===== src/rtl/btn_led_out_pkg.sv =====
// Shared constants for the LED blink path: FSM state encoding and phase-counter sizing.
// Latency: n/a. This package holds only constants and elaboration-time functions.
// Backpressure: n/a. Optional feature macro PEND_OVF_EN is consumed by btn_led_out and btn_led_out_if.
package btn_led_out_pkg;

  // FSM state encoding, kept as plain constants so older tools and dumps read the same codes
  localparam logic [1:0] IDLE = 2'd0;
  localparam logic [1:0] ON   = 2'd1;
  localparam logic [1:0] GAP  = 2'd2;

  // Ceiling log2, used to size counters from their maximum count
  function automatic int clog2_f(input int value);
    int r;
    int v;
    r = 0;
    v = value - 1;
    while (v > 0) begin
      r = r + 1;
      v = v >> 1;
    end
    return r;
  endfunction

  // Phase counter holds at most max(ON_TICKS, GAP_TICKS)-1; never narrower than one bit
  function automatic int phase_w(input int on_ticks, input int gap_ticks);
    int m;
    int w;
    m = (on_ticks > gap_ticks) ? on_ticks : gap_ticks;
    w = clog2_f(m);
    return (w < 1) ? 1 : w;
  endfunction

endpackage


===== src/rtl/btn_led_out_if.sv =====
// Event/LED bundle between control logic and the LED blinker.
// Latency: n/a. This file contains wiring only.
// Backpressure: none. Events are fire-and-forget pulses; the overflow pair exists only with PEND_OVF_EN.
interface btn_led_out_if;

  logic i_trig;
  logic o_led;
  logic o_busy;
`ifdef PEND_OVF_EN
  logic o_ovf;
  logic i_ovf_clr;

  modport master (output i_trig, output i_ovf_clr, input o_led, input o_busy, input o_ovf);
  modport slave  (input i_trig, input i_ovf_clr, output o_led, output o_busy, output o_ovf);
`else
  modport master (output i_trig, input o_led, input o_busy);
  modport slave  (input i_trig, output o_led, output o_busy);
`endif

endinterface


===== src/rtl/btn_led_out_tick_gen.sv =====
// Free-running 2^BIT_SIZE prescaler that emits a one-cycle tick when its count is all-ones.
// Latency: the tick follows 2^BIT_SIZE enabled cycles after a clear.
// Backpressure: none. The prescaler holds at zero while run is low and restarts on clr.
module btn_led_out_tick_gen #(
  parameter int BIT_SIZE = 20
) (
  input  logic clk,
  input  logic rst_n,
  input  logic clr,
  input  logic run,
  output logic tick
);

  logic [BIT_SIZE-1:0] cnt;

  // Count only while running; a clear realigns the tick to the start of a phase
  always_ff @(posedge clk or negedge rst_n) begin
    if (!rst_n) begin
      cnt <= '0;
    end else if (clr || !run) begin
      cnt <= '0;
    end else begin
      cnt <= cnt + 1'b1;
    end
  end

  assign tick = run && (cnt == '1);

endmodule


===== src/rtl/btn_led_out.sv =====
// Turns single-cycle event pulses into visible LED blinks, queueing events that arrive mid-blink.
// Latency: o_led rises the cycle after i_trig is sampled in IDLE. Each blink is ON_TICKS ticks, then a GAP_TICKS-tick dark gap.
// Backpressure: none. Excess events saturate the pending counter and are dropped; with PEND_OVF_EN a sticky o_ovf records that.
module btn_led_out
  import btn_led_out_pkg::*;
#(
  parameter int BIT_SIZE  = 20,
  parameter int ON_TICKS  = 8,
  parameter int GAP_TICKS = 4,
  parameter int PEND_W    = 3
) (
  input  logic           clk,
  input  logic           i_rst_n,
  btn_led_out_if.slave   bus
);

  localparam int                PH_W     = phase_w(ON_TICKS, GAP_TICKS);
  localparam logic [PH_W-1:0]   ON_LOAD  = PH_W'(ON_TICKS - 1);
  localparam logic [PH_W-1:0]   GAP_LOAD = PH_W'(GAP_TICKS - 1);
  localparam logic [PEND_W-1:0] PEND_MAX = '1;

  logic [1:0]        state;
  logic [1:0]        state_nxt;
  logic [PH_W-1:0]   phase;
  logic [PH_W-1:0]   phase_nxt;
  logic [PEND_W-1:0] pend;
  logic [PEND_W-1:0] pend_nxt;
  logic              trig;
  logic              run;
  logic              tick;
  logic              phase_end;
  logic              pend_sat;

  assign trig      = bus.i_trig;
  assign run       = (state != IDLE);
  assign phase_end = tick && (phase == '0);
  assign pend_sat  = (pend == PEND_MAX);

  // The prescaler restarts on every state change so each phase is a whole number of ticks
  btn_led_out_tick_gen #(
    .BIT_SIZE (BIT_SIZE)
  ) u_tick_gen (
    .clk   (clk),
    .rst_n (i_rst_n),
    .clr   (state_nxt != state),
    .run   (run),
    .tick  (tick)
  );

  // Next-state, phase and pending-queue decisions
  always_comb begin
    state_nxt = state;
    phase_nxt = phase;
    pend_nxt  = pend;
    case (state)
      IDLE: begin
        // An idle trigger starts its own blink directly and is not queued
        if (trig) begin
          state_nxt = ON;
          phase_nxt = ON_LOAD;
        end
      end
      ON: begin
        if (trig && !pend_sat) begin
          pend_nxt = pend + 1'b1;
        end
        if (phase_end) begin
          state_nxt = GAP;
          phase_nxt = GAP_LOAD;
        end else if (tick) begin
          phase_nxt = phase - 1'b1;
        end
      end
      GAP: begin
        if (phase_end) begin
          if (trig) begin
            // A fresh trigger supplies the next blink itself, so the queue depth is unchanged
            state_nxt = ON;
            phase_nxt = ON_LOAD;
          end else if (pend != '0) begin
            state_nxt = ON;
            phase_nxt = ON_LOAD;
            pend_nxt  = pend - 1'b1;
          end else begin
            state_nxt = IDLE;
          end
        end else begin
          if (trig && !pend_sat) begin
            pend_nxt = pend + 1'b1;
          end
          if (tick) begin
            phase_nxt = phase - 1'b1;
          end
        end
      end
      default: begin
        state_nxt = IDLE;
      end
    endcase
  end

  // State, phase and pending registers; reset discards any queued events
  always_ff @(posedge clk or negedge i_rst_n) begin
    if (!i_rst_n) begin
      state <= IDLE;
      phase <= '0;
      pend  <= '0;
    end else begin
      state <= state_nxt;
      phase <= phase_nxt;
      pend  <= pend_nxt;
    end
  end

  // Outputs decode straight from the state flops so the LED pin is glitch-free
  assign bus.o_led  = (state == ON);
  assign bus.o_busy = (state != IDLE);

`ifdef PEND_OVF_EN
  logic ovf;

  // Sticky flag: a trigger seen while busy with the queue full sets it; set beats a same-cycle clear
  always_ff @(posedge clk or negedge i_rst_n) begin
    if (!i_rst_n) begin
      ovf <= 1'b0;
    end else if (trig && run && pend_sat) begin
      ovf <= 1'b1;
    end else if (bus.i_ovf_clr) begin
      ovf <= 1'b0;
    end
  end

  assign bus.o_ovf = ovf;
`endif

endmodule

===== src/flat_wrapper.sv =====
// flat-port wrapper written by rule: the top's interface ports become plain ports
module btn_led_out_flat import btn_led_out_pkg::*;
#(
  parameter int BIT_SIZE  = 20,
  parameter int ON_TICKS  = 8,
  parameter int GAP_TICKS = 4,
  parameter int PEND_W    = 3
)
  (clk, i_rst_n, bus_i_trig, bus_o_led, bus_o_busy);
  btn_led_out_if bus_i ();
  input  logic clk;
  input  logic i_rst_n;
  input wire logic [$bits(bus_i.i_trig)-1:0] bus_i_trig;
  output wire logic [$bits(bus_i.o_led)-1:0] bus_o_led;
  output wire logic [$bits(bus_i.o_busy)-1:0] bus_o_busy;
  assign bus_i.i_trig = bus_i_trig;
  assign bus_o_led = bus_i.o_led;
  assign bus_o_busy = bus_i.o_busy;
  btn_led_out #(.BIT_SIZE(BIT_SIZE), .ON_TICKS(ON_TICKS), .GAP_TICKS(GAP_TICKS), .PEND_W(PEND_W)) u_core (.clk(clk), .i_rst_n(i_rst_n), .bus(bus_i));
endmodule

===== config.mk =====
export PLATFORM = sky130hd
export DESIGN_NAME = btn_led_out_flat
export DESIGN_NICKNAME = d
export VERILOG_FILES = /design/src/rtl/btn_led_out_pkg.sv /design/src/rtl/btn_led_out_if.sv /design/src/rtl/btn_led_out_tick_gen.sv /design/src/rtl/btn_led_out.sv /design/src/flat_wrapper.sv
export SDC_FILE = /design/constraint.sdc
export NUM_CORES = 1
export LEC_CHECK = 0
export ABC_AREA = 1
export BUFFER_PORTS_ARGS = -buffer_cell sky130_fd_sc_hd__buf_2
export CAP_MARGIN = 0
export CORE_ASPECT_RATIO = 1.75
export CORE_MARGIN = 10
export CORE_UTILIZATION = 52
export DETAILED_ROUTE_END_ITERATION = 8
export HOLD_SLACK_MARGIN = 0.03
export PLACE_DENSITY = 0.8
export SYNTH_ARGS = -nofsm -noshare
export SYNTH_HDL_FRONTEND = slang
export SYNTH_SLANG_ARGS = --single-unit

===== constraint.sdc =====
create_clock -name clk -period 2.1 [get_ports clk]
set_input_delay 0.105 -clock clk [delete_from_list [all_inputs] [get_ports clk]]
set_output_delay 0.105 -clock clk [all_outputs]
set_load 0.05 [all_outputs]

==> metrics <==
status=complete, but fails checks; failing checks=setup timing; share of post-route cells with drive strength above 1=34.30%; RSZ-0062 raised after global routing=true; ant diodes=0; Synth async-reset ratio=100.0%; Post-Syn Nets=232; Worst R2R Path Depth=14; most frequent cells in the layout=inv_1 (31), nand2_1 (30), dfrtp_1 (27); flop2flop setup slack=-0.02 ns; Sinks on Clock Net=28; crit path capture=u_core.u_tick_gen.cnt[11]; first-pass GRT wire length=6486 microns; worst setup margin=-0.01582 ns; Reg power frac=29.2%; Worst EP arrival=2.33 ns; Final period util=100.8%; xor/xnor cell area share of the yosys netlist=9.485%; YS warnings=0; skew final=0.007822 ns; Antenna Violating Nets Remaining=0; main combinational cell family by area after synthesis=simple AND/OR/NAND/NOR gates; crit path launch=u_core.state[1]; Initial DRT Pass Iterations=4; GR Overflow Total=0; starting density of the core=54.34%; Setup-failing EPs final=1; Slew Viols, Final=0; drt via density=5.279; type of the worst setup path=flip-flop to flip-flop; Layout Cells excl Fill=287; crit path max fanout=5; Core ar.=3398 sq um; fmax=472.6 MHz; initial drt markers=82; share of total power in the clock network=14.5%; Final #Nets=257; Root Driver=clkbuf_8; Hold WC Path Type=input port to flip-flop; total of max-cap violations=0; Final Hold Slack=0.2848 ns; mux contribution to synthesized area=0%; initial antenna violation count=0; Post-synth EDFFs=0; routability cong.=0.8495; area post-placement=1983 sq um; final wirelength=4329 microns; Min Clock Period, post-route=2.116 ns; Req. time, crit path=2.31 ns; clk slew on worst S/H paths=0.10 ns; vias in the first global route=1,544; Primary FF master, synth=dfrtp_1; final core occ=67.60%; gr usage total=12.17%; P per Cell Area=1030 nW/um^2; Combinational Power Share=56.2%; Die Wd=65.05 microns; syn_area_per_cell=8.471 sq um; H-tree levels=1; CP endpoint kind=flip-flop; Synth Register Bits=28; TritonCTS clock tree=built; total CTS buffers=3; layout overhead on the synthesized area=24.39%; io pins=5; largest net degree at the start of global routing=29; CP Launch Type=flip-flop; clk_lat worst skew=0.28 ns; met1 wire length=1562 microns; Post-DP HPWL=2716 microns; worst r2r src=u_core.state[1]; Die Y=98.84 microns; VDD IR max=840.2 uV; final hold violations=0; simple-gate share of the synthesized area=31.10%; Yosys cell types=28; port bufs=4; area of the die=6429 sq um; drt drc=0; standard-cell rows=28; Avg WL per Cell=15.08 microns; Mapped Cells=218; Net Sw Frac=43.55%; commonest non-fill, non-tap cell in the layout=inv_1; Int Pwr=1.335 mW; Mapped Area=1847 sq um; Synth Area in Adders=7.453%; met3 wire length=132 microns; DR vias=1,515; sequential fraction of the synthesis area=37.94%; met2 WL=2540 microns; Compound-Gate Fraction of Synth Area=5.894%; Psw=1.030 mW; final instance area=2297 sq um; R2R Path End=u_core.u_tick_gen.cnt[11]; Slew @ Worst Pin=0.6268 ns; highest routed metal layer=met4; deepest clock path buffer count=2; dpl cells=274; Leak=1.031 nW; max_slew headroom=58.21%; setup_tns=-0.01582 ns
==> worst max-delay path: stages, from the launching register on <==
cell,delay [ns]
dfrtp_1,0.36
inv_1,0.10
ha_4,0.19
inv_4,0.06
nand3_2,0.08
nor2_4,0.18
nand4_4,0.14
nor2_4,0.14
nand2_1,0.05
nand2_1,0.07
nand2_1,0.09
a21oi_2,0.20
nand2_4,0.11
clkbuf_16,0.18
nor2_2,0.09
==> through the flow <==
stage / worst slack [ns] / power, mW
after global routing: -0.1313 / 2.524
after CTS: 0.01998 / 2.005
after detailed placement: 0.03186 / 1.663
after floorplan: 0.06281 / 1.436
final: -0.01582 / 2.365
after global placement: 0.07564 / 1.633
==> how the worst min path moves through the flow <==
| stage | start | slack (ns) | cells after the start | end |
|---|---|---|---|---|
| after floorplan | i_rst_n | -0.19 | 0 | u_core.pend[0] |
| after global placement | i_rst_n | 0.16 | 1 | u_core.phase[0] |
| after detailed placement | i_rst_n | 0.17 | 1 | u_core.phase[0] |
| after CTS | bus_i_trig | 0.27 | 5 | u_core.state[0] |
| after global routing | bus_i_trig | 0.35 | 5 | u_core.state[0] |
| final | bus_i_trig | 0.28 | 5 | u_core.state[0] |
==> cells in the mapped netlist (3+ instances only) <==
cell       n  area share, %
nor2_4     3            1.8
o21ai_0    8            2.2
dfrtp_1   28             38
nand2_2    7            2.4
ha_1      11            7.5
nand3_1    9            2.4
xnor2_1    8            3.8
nor2_2    24            8.1
inv_2      3           0.61
nand2_1   35            7.1
inv_1     31            6.3
nor2_1    14            2.8
o211ai_1   4            1.6
xor2_1    12            5.7
nand4_1    5            1.7
==> flip-flops by register name (all words and copies together) (netlist names) <==
register / cells
u_core.u_tick_gen.cnt: 20
u_core.state: 2
u_core.phase: 3
u_core.pend: 3
==> per-layer routing <==
| metal | track usage [%] | vias up |
|---|---|---|
| met5 | 0 | - |
| met4 | 4.967 | 0 |
| met3 | 2.154 | 11 |
| met2 | 23.40 | 38 |
| met1 | 12.10 | 741 |
| li1 | - | 725 |
==> cell families after synthesis <==
| kind of cell | Yosys count |
|---|---|
| xor gates and xnor gates | 20 |
| and+or+nand+nor | 106 |
| buffers and inverters | 36 |
| adders and majority gates | 11 |
| AOI/OAI and AO/OA | 17 |
| DFF | 28 |
==> layout make-up <==
| cell class | instances | area [sq um] |
|---|---|---|
| inverters | 34 | 130.1 |
| well taps | 45 | 56.30 |
| repair buffers | 22 | 209.0 |
| flip-flops and latches | 28 | 701.9 |
| fillers | 269 | 1101 |
| multi-input cells | 154 | 1145 |
| clock buffers | 4 | 55.05 |
==> power groups by stage <==
stage                     logic [mW]  clock network (mW)  registers, mW
after floorplan                0.749                   0          0.687
after global placement         0.939                   0          0.694
after detailed placement       0.966                   0          0.697
after CTS                      0.973               0.346          0.686
after global routing            1.45               0.367          0.702
final                           1.33               0.344          0.692
==> what timing repair did <==
action / in CTS / in global routing
buffers inserted: 0 / 5
endpoints found under the setup margin: 1 / 22
gates cloned: 0 / 3
hold buffers: 1 / 0
pin swaps: 0 / 11
endpoints found under the hold margin: 28 / 0
resized for setup: 1 / 32
Power figures use the tool's default switching activity.
